$ cat src/rtl/mul_div_unit.sv
// RV32M iterative multiply/divide unit, one radix-2 step per clock.
// Ports: clk, rst (async high), start/funct3/dataA/dataB in; busy/done/result out.
module mul_div_unit (
  input  logic        clk,
  input  logic        rst,
  input  logic        start,
  input  logic [2:0]  funct3,
  input  logic [31:0] dataA,
  input  logic [31:0] dataB,
  output logic        busy,
  output logic        done,
  output logic [31:0] result
);

  typedef enum logic [1:0] {
    S_IDLE,
    S_CALC,
    S_DONE
  } state_t;

  state_t      r_state;
  logic [5:0]  r_cnt;
  logic [2:0]  r_op;
  logic [31:0] r_a;
  logic [31:0] r_b;
  logic [31:0] r_acc;
  logic        r_neg;
  logic        r_divz;
  logic        r_busy;
  logic        r_done;
  logic [31:0] r_result;

  // operand decode at accept time
  logic        w_sa;
  logic        w_sb;
  logic        w_na;
  logic        w_nb;
  logic [31:0] w_ma;
  logic [31:0] w_mb;
  logic        w_neg_in;

  always_comb begin
    w_sa = 1'b0;
    w_sb = 1'b0;
    unique case (funct3)
      3'b001: begin w_sa = 1'b1; w_sb = 1'b1; end
      3'b010: w_sa = 1'b1;
      3'b100: begin w_sa = 1'b1; w_sb = 1'b1; end
      3'b110: begin w_sa = 1'b1; w_sb = 1'b1; end
      default: ;
    endcase
  end

  assign w_na = w_sa & dataA[31];
  assign w_nb = w_sb & dataB[31];
  assign w_ma = w_na ? -dataA : dataA;
  assign w_mb = w_nb ? -dataB : dataB;

  // remainder sign follows the dividend only
  always_comb begin
    w_neg_in = 1'b0;
    unique case (funct3)
      3'b001:  w_neg_in = w_na ^ w_nb;
      3'b010:  w_neg_in = w_na;
      3'b100:  w_neg_in = w_na ^ w_nb;
      3'b110:  w_neg_in = w_na;
      default: w_neg_in = 1'b0;
    endcase
  end

  // one iteration step
  logic        w_is_div;
  logic [32:0] w_msum;
  logic [32:0] w_rsh;
  logic        w_rge;
  logic [31:0] w_rsub;
  logic [31:0] w_acc_nx;
  logic [31:0] w_b_nx;

  assign w_is_div = r_op[2];
  assign w_msum   = {1'b0, r_acc} + (r_b[0] ? {1'b0, r_a} : 33'd0);
  assign w_rsh    = {r_acc, r_b[31]};
  assign w_rge    = w_rsh >= {1'b0, r_a};
  assign w_rsub   = w_rsh[31:0] - r_a;
  assign w_acc_nx = w_is_div ? (w_rge ? w_rsub : w_rsh[31:0])
                             : w_msum[32:1];
  assign w_b_nx   = w_is_div ? {r_b[30:0], w_rge}
                             : {w_msum[0], r_b[31:1]};

  // sign correction applied on the final step
  logic [63:0] w_prod;
  logic [63:0] w_prod_s;
  logic [31:0] w_q;
  logic [31:0] w_r;
  logic [31:0] w_res;

  assign w_prod   = {w_acc_nx, w_b_nx};
  assign w_prod_s = r_neg ? -w_prod : w_prod;
  assign w_q      = r_neg ? -w_b_nx : w_b_nx;
  assign w_r      = r_neg ? -w_acc_nx : w_acc_nx;

  // divide-by-zero remainder falls out naturally; only the
  // signed quotient needs forcing to all ones
  always_comb begin
    w_res = 32'd0;
    unique case (r_op)
      3'b000:  w_res = w_prod_s[31:0];
      3'b001:  w_res = w_prod_s[63:32];
      3'b010:  w_res = w_prod_s[63:32];
      3'b011:  w_res = w_prod_s[63:32];
      3'b100:  w_res = r_divz ? 32'hFFFF_FFFF : w_q;
      3'b101:  w_res = w_b_nx;
      3'b110:  w_res = w_r;
      default: w_res = w_acc_nx;
    endcase
  end

  always_ff @(posedge clk or posedge rst) begin
    if (rst) begin
      r_state  <= S_IDLE;
      r_cnt    <= 6'd0;
      r_op     <= 3'd0;
      r_a      <= 32'd0;
      r_b      <= 32'd0;
      r_acc    <= 32'd0;
      r_neg    <= 1'b0;
      r_divz   <= 1'b0;
      r_busy   <= 1'b0;
      r_done   <= 1'b0;
      r_result <= 32'd0;
    end else begin
      r_done <= 1'b0;
      case (r_state)
        S_CALC: begin
          r_acc <= w_acc_nx;
          r_b   <= w_b_nx;
          r_cnt <= r_cnt + 6'd1;
          if (r_cnt == 6'd31) begin
            r_state  <= S_DONE;
            r_cnt    <= 6'd0;
            r_busy   <= 1'b0;
            r_done   <= 1'b1;
            r_result <= w_res;
          end
        end
        default: begin
          if (start) begin
            r_state <= S_CALC;
            r_cnt   <= 6'd0;
            r_op    <= funct3;
            r_neg   <= w_neg_in;
            r_divz  <= (dataB == 32'd0);
            r_acc   <= 32'd0;
            r_a     <= funct3[2] ? w_mb : w_ma;
            r_b     <= funct3[2] ? w_ma : w_mb;
            r_busy  <= 1'b1;
          end else begin
            r_state <= S_IDLE;
          end
        end
      endcase
    end
  end

  assign busy   = r_busy;
  assign done   = r_done;
  assign result = r_result;

endmodule

$ cat config.mk
export PLATFORM = sky130hd
export DESIGN_NAME = mul_div_unit
export DESIGN_NICKNAME = d
export VERILOG_FILES = /design/src/rtl/mul_div_unit.sv
export SDC_FILE = /design/constraint.sdc
export NUM_CORES = 1
export LEC_CHECK = 0
export CAP_MARGIN = 10
export CORE_ASPECT_RATIO = 1.25
export CORE_MARGIN = 1.5
export CORE_UTILIZATION = 50
export DETAILED_ROUTE_END_ITERATION = 8
export PLACE_DENSITY = 0.72
export RECOVER_POWER = 50
export SYNTH_ARGS = -nofsm -noshare
export SYNTH_HDL_FRONTEND = slang
export SYNTH_SLANG_ARGS = --single-unit
$ cat constraint.sdc
create_clock -name clk -period 5.3 [get_ports clk]
set_clock_uncertainty 0.1 [all_clocks]
set_input_delay 1.06 -clock clk [delete_from_list [all_inputs] [get_ports clk]]
set_output_delay 1.06 -clock clk [all_outputs]
set_load 0.02 [all_outputs]
* Word-level counts from Yosys, hierarchy flattened
Index checks and enable logic that the tools add are counted.
** Word-level totals
- Bits in registers :: 143
- Output and inout bits :: 34
- Logic and storage cells :: 79
** Cells by class
- $add $sub $neg :: 8
- $lt $le $gt $ge :: 1
- Equal/unequal tests :: 13
- Mux-type cells :: 31
- Bitwise gates (word level) :: 4
- Reductions and logical operators :: 11
** Operators with widths (count)
- 2-to-1 mux 32 bit :: 15
- case mux 32 bit (5 select lines) :: 1
- negation 32 bit :: 4
- 2-to-1 mux 64 bit :: 1
- negation 64 bit :: 1
- adder 32 x 32 -> 33 bit :: 1
- greater-or-equal comparator 33 x 32 -> 1 bit :: 1
- logical NOT 32 bit :: 1
- subtractor 32 bit :: 1
- 2-to-1 mux 6 bit :: 3
- equality test 3 bit, second input constant :: 5
- equality test 3 x 2 -> 1 bit, second input constant :: 3
- 2-to-1 mux 1 bit :: 8
- adder 6 x 1 -> 6 bit, second input constant :: 1
- equality test 3 x 1 -> 1 bit, second input constant :: 2
- equality test 6 x 5 -> 1 bit, second input constant :: 1
- AND reduction 2 bit :: 3
- OR reduction 3 bit :: 2
- 2-to-1 mux 2 bit :: 2
- OR reduction 2 bit :: 2
- OR reduction 4 bit :: 1
- logical NOT 3 bit :: 1
- bitwise AND 1 bit :: 2
- equality test 2 x 1 -> 1 bit, second input constant :: 1
- 5 further kinds :: 5

* Depth between registers and ports, before layout
- Depth after elaboration :: 8
- Depth in mapped cells :: 25
- Gate-level depth less buffers :: 21

* Worst setup path after synthesis
OpenSTA, ideal clock, no wires.
- Kind :: reg-to-reg
- Start :: register r_op[2]
- End :: register r_result[14] (netlist: result[14])
- Library setup time :: 0.121 ns
- Arrival :: 4.881 ns
- Required time :: 5.079 ns
- Path slack :: 0.198 ns
- Cell stages (with the launch flop) :: 22
- Path buffers :: 8
- Path through :: dfrtp_1 buf_2 buf_2 clkbuf_1 buf_2 buf_2 clkbuf_1 buf_1 mux2i_1 ha_1 nor3b_1 o221ai_1 nor3_1 nand3_1 or2_2 or2_2 clkbuf_1 nand2_1 a21oi_1 a311oi_1 nor2_1 a22o_1
** On the way
- Longest elaborated chain between the ends :: 5
- Elaborated cells between the ends (all ways) :: 18
- Those cells by class :: add/sub: 3; eq/ne: 6; mux: 7; reduce/logical: 2
** RTL lines
- start: declaration :: line 23 : logic [2:0] r_op;
- start signal: assignment :: line 150 : r_op <= funct3;
- 2-to-1 mux 32 bit :: line 87 : assign w_b_nx = w_is_div ? {r_b[30:0], w_rge}
- negation 32 bit :: line 99 : assign w_q = r_neg ? -w_b_nx : w_b_nx;
- 2-to-1 mux 32 bit :: line 99
- 2-to-1 mux 32 bit :: line 111 : 3'b100: w_res = r_divz ? 32'hFFFF_FFFF : w_q;
- case mux 32 bit (5 select lines) (*) :: line 106 : unique case (r_op)
- end signal: assignment :: line 143 : r_result <= w_res;
- end: declaration :: line 31 : logic [31:0] r_result;
Every way passes the cells marked *; elsewhere a longest branch is shown, timed or not.
A chain may end at the register's enable or synchronous reset.

* Worst setup path after layout
- Start :: register r_b[31]
- End :: register r_result[31] (netlist: result[31])
** On the way
- Longest elaborated chain between the ends :: 6
- Elaborated cells between the ends (all ways) :: 13
- Those cells by class :: add/sub: 4; order compare: 1; mux: 8
** RTL lines
- start: declaration :: line 25 : logic [31:0] r_b;
- start signal: assignment :: line 136 : r_b <= w_b_nx;
- start signal: assignment :: line 155 : r_b <= funct3[2] ? w_ma : w_mb;
- subtractor 32 bit or greater-or-equal comparator 33 x 32 -> 1 bit (tied branches) :: line 84, 83
- 2-to-1 mux 32 bit, on equally long branches :: line 85, 87
- 2-to-1 mux 32 bit or negation 32 bit (tied branches) :: line 85, 99
- negation 64 bit (tied with other cells) :: line 98 : assign w_prod_s = r_neg ? -w_prod : w_prod;
- 2-to-1 mux 64 bit (tied with other cells) :: line 98
- case mux 32 bit (5 select lines) (*) :: line 106
Marked as above.

==> results.sh <==
export IMPL_cts_tree="yes"
export IMPL_seqCellArea_um2=3580
export IMPL_synth_top_family_by_area="compound AO/OA/AOI/OAI gates"
export IMPL_pwr_share_clk=0.089
export IMPL_die_width_um=163
export IMPL_hold_viol=0
export IMPL_clkLatencyLatePin_ns=0.46
export IMPL_antenna_found_initial=2
export IMPL_dpl_cell_count=2722
export IMPL_post_drt_via_cell_ratio=6.71
export IMPL_cts_buffers=17
export IMPL_p_seq_frac=0.143
export IMPL_worstPathMaxFanout=5
export IMPL_grt_start_max_net_pins=112
export IMPL_power_share_switching=0.578
export IMPL_fin_cells=2755
export IMPL_die_height_um=203
export IMPL_yosys_area_share_simple=0.251
export IMPL_synthesis_nets=2356
export IMPL_syn_area_per_cell_um2=7.20
export IMPL_synth_area_um2=16000
export IMPL_synth_area_leaders="dfrtp_1 22%, o21ai_0 7.6%, a21oi_1 6.7%"
export IMPL_cts_sinks=143
export IMPL_pwr_share_comb=0.768
export IMPL_ys_types=97
export IMPL_rows=72
export IMPL_synth_edf_count=0
export IMPL_status="finished, violations left"
export IMPL_route_detailed_drc=0
export IMPL_leakagePower_nw=7.59
export IMPL_crit_arrival_ns=5.42
export IMPL_hpwl_um=54200
export IMPL_internal_power_mw=6.04
export IMPL_post_cts_buffers=0
export IMPL_h_tree_depth=4
export IMPL_fmax_mhz=193
export IMPL_ys_warn_count=0
export IMPL_layout_nets=2475
export IMPL_cts_root_buf="clkbuf_16"
export IMPL_worstMarginPinSlew_ns=3.25
export IMPL_antenna_left=0
export IMPL_slowest_stage="dfrtp_1"
export IMPL_clk_pin_slew_ns=0.07
export IMPL_synth_area_mux_share=0.0342
export IMPL_path_common_cell="inv_1"
export IMPL_wire_per_inst_um=25.1
export IMPL_drt_iter0_drc=2288
export IMPL_grt_pass1_vias=17200
export IMPL_netSwitchingPower_mw=8.29
export IMPL_relSlewSlack=-1.17
export IMPL_post_synth_top_count_cell="nand2_1"
export IMPL_gp_congestion=1.02
export IMPL_cap_violations=5
export IMPL_violations="capacitance limit, slew limit"
export IMPL_timing_final_crit_share=0.976
export IMPL_crit_chain="inv_1, ha_1, inv_1, fa_1, a211oi_1, o21ai_0, a21boi_0, xor2_1, a21oi_1, o31ai_2, buf_4, o2111ai_1, or2_2, or3_1, o2bb2ai_1, o311a_1, a211o_1"
export IMPL_crit_buf_inv=3
export IMPL_cts_resized=0
export IMPL_crit_type="reg -> reg"
export IMPL_synth_compound_area_share=0.310
export IMPL_synth_top_cells_by_count="259 x nand2_1, 241 x o21ai_0, 212 x a21oi_1, 205 x nor2_1, 143 x dfrtp_1"
export IMPL_num_vias=18500
export IMPL_cts_hold_buffers_added=0
export IMPL_wirelength_um=69000
export IMPL_seq_area_frac_synth=0.224
export IMPL_ys_flop_type="dfrtp_1"
export IMPL_cellPowerDensity_nw_per_um2=771
export IMPL_gr_total_overflow=0
export IMPL_timing_setup_tns_ns=0
export IMPL_synthXorXnorAreaFrac=0.0664
export IMPL_cts_path_max_buffers=2
export IMPL_hold_path_class="reg -> reg"
export IMPL_synth_area_leader_cell="dfrtp_1"
export IMPL_multiInputGateArea_um2=11500
export IMPL_io_pins=104
export IMPL_n_fill_cell=2987
export IMPL_crit_family="compound AO/OA/AOI/OAI gates"
export IMPL_cp_start_kind="flip-flop"
export IMPL_cp_end_kind="flip-flop"
export IMPL_port_buffers=103
export IMPL_dr_pass1_iters=6
export IMPL_core_area_um2=31200
export IMPL_synth_seq_cells=143
export IMPL_die_area_um2=33000
export IMPL_synth_async_reset_ratio=1.00
export IMPL_syn_inst=2215
export IMPL_yosysTopAreaCellShare=0.224
export IMPL_fin_crit_ns=5.17
export IMPL_ir_worst_vdd_mv=0.418
export IMPL_utilization=0.596
export IMPL_grt_pass1_wl_um=104000
export IMPL_finalSetupViolCount=0
export IMPL_start_util=0.512
export IMPL_critical_path_max_stage_delay_ns=0.43
export IMPL_report_final_slew_viol_count=280
export IMPL_synthToLayoutAreaGrowth_pct=16.5
export IMPL_drive_above_1_share=0.103
export IMPL_grt_usage=0.419
export IMPL_crit_required_ns=5.55
export IMPL_synthAdderAreaFrac=0.0566
==> logic make-up (layout without fill, tap and decap cells) <==
| group | Yosys count | after routing |
|---|---|---|
| simple gates | 825 | 825 |
| compound gates | 777 | 777 |
| buf+inv | 225 | 357 |
| flops | 143 | 143 |
| xor+xnor | 121 | 121 |
| fa+ha+maj | 71 | 71 |
| mux | 53 | 53 |
| other cells | 0 | 1 |
==> final timing paths <==
path,startpoint,endpoint,slack (ns),cells past startpoint
max reg2reg,r_b[31],result[31],0.13,17
min in group asynchronous,rst,r_acc[7],1.64,2
max,r_b[31],result[31],0.13,17
max in group asynchronous,rst,result[29],1.17,3
min reg2reg,result[21],result[21],0.38,2
min,result[21],result[21],0.38,2
==> power groups by stage <==
stage	Clock [mW]	Combinational, mW	Sequential, mW
final	1.28	11.0	2.05
after global routing	1.32	11.6	2.09
after CTS	1.28	10.6	2.01
after detailed placement	0	10.5	2.03
after global placement	0	10.5	2.00
after floorplan	0	6.63	1.82
==> cells in the final DEF (no fill, tap or decap), types with 34 or more instances in the layout <==
cell | netlist | layout
xor2_1 | 60 | 60
a31oi_1 | 34 | 34
mux2i_1 | 41 | 41
nand3_1 | 41 | 40
inv_1 | 82 | 81
buf_4 | 5 | 134
a211oi_1 | 38 | 37
xnor2_1 | 61 | 61
clkdlybuf4s50_1 | 0 | 98
nand2_1 | 259 | 257
a21oi_1 | 212 | 212
nor3_1 | 74 | 73
dfrtp_1 | 143 | 142
nor2_1 | 205 | 203
o21ai_0 | 241 | 241
ha_1 | 69 | 69
==> flip-flops by register name (all words and copies together), names as in the netlist <==
register and count:
r_op 3, r_divz 1, busy 1, r_neg 1
r_a 32, r_acc 32, r_state 2, r_cnt 6
r_b 32, done 1, result 32
==> through the flow <==
stage	hold slack [ns]	power (mW)	instance area, um^2	setup WS, ns
after floorplan	0.345	8.45	16000	0.198
after global placement	0.361	12.5	18000	0.169
after detailed placement	0.367	12.5	18000	0.0289
after CTS	0.383	13.9	18600	0.0193
after global routing	0.398	15.0	18600	-0.0609
final	0.379	14.3	18600	0.125
==> worst register-to-register path: stages (launching register included) <==
cell and delay (ns):
dfrtp_1 0.43, inv_1 0.20, ha_1 0.21, inv_1 0.05
fa_1 0.42, a211oi_1 0.43, o21ai_0 0.42, a21boi_0 0.38
xor2_1 0.17, a21oi_1 0.08, o31ai_2 0.19, buf_4 0.20
o2111ai_1 0.22, or2_2 0.40, or3_1 0.39, o2bb2ai_1 0.17
o311a_1 0.34, a211o_1 0.27
==> layout make-up <==
| class | count | share of cell area |
|---|---|---|
| Antenna cell | 1 | 0.000135 |
| Clock buffer | 17 | 0.0229 |
| Clock inverter | 15 | 0.00882 |
| Inverter | 84 | 0.0172 |
| Multi-Input combinational cell | 1847 | 0.621 |
| Sequential cell | 143 | 0.193 |
| Tap cell | 407 | 0.0274 |
| Timing Repair Buffer | 241 | 0.110 |
==> layer usage <==
metal / routed length [um] / part of all wire / up-vias / GRT usage
met2: 30100 / 0.44 / 1137 / 0.637
met4: 4920 / 0.071 / 0 / 0.268
met3: 6880 / 0.10 / 232 / 0.0974
met1: 27100 / 0.39 / 8758 / 0.531
met5: 0 / 0 / - / 0
li1: - / - / 8370 / -
No activity file was read; power rests on OpenSTA's default activity.
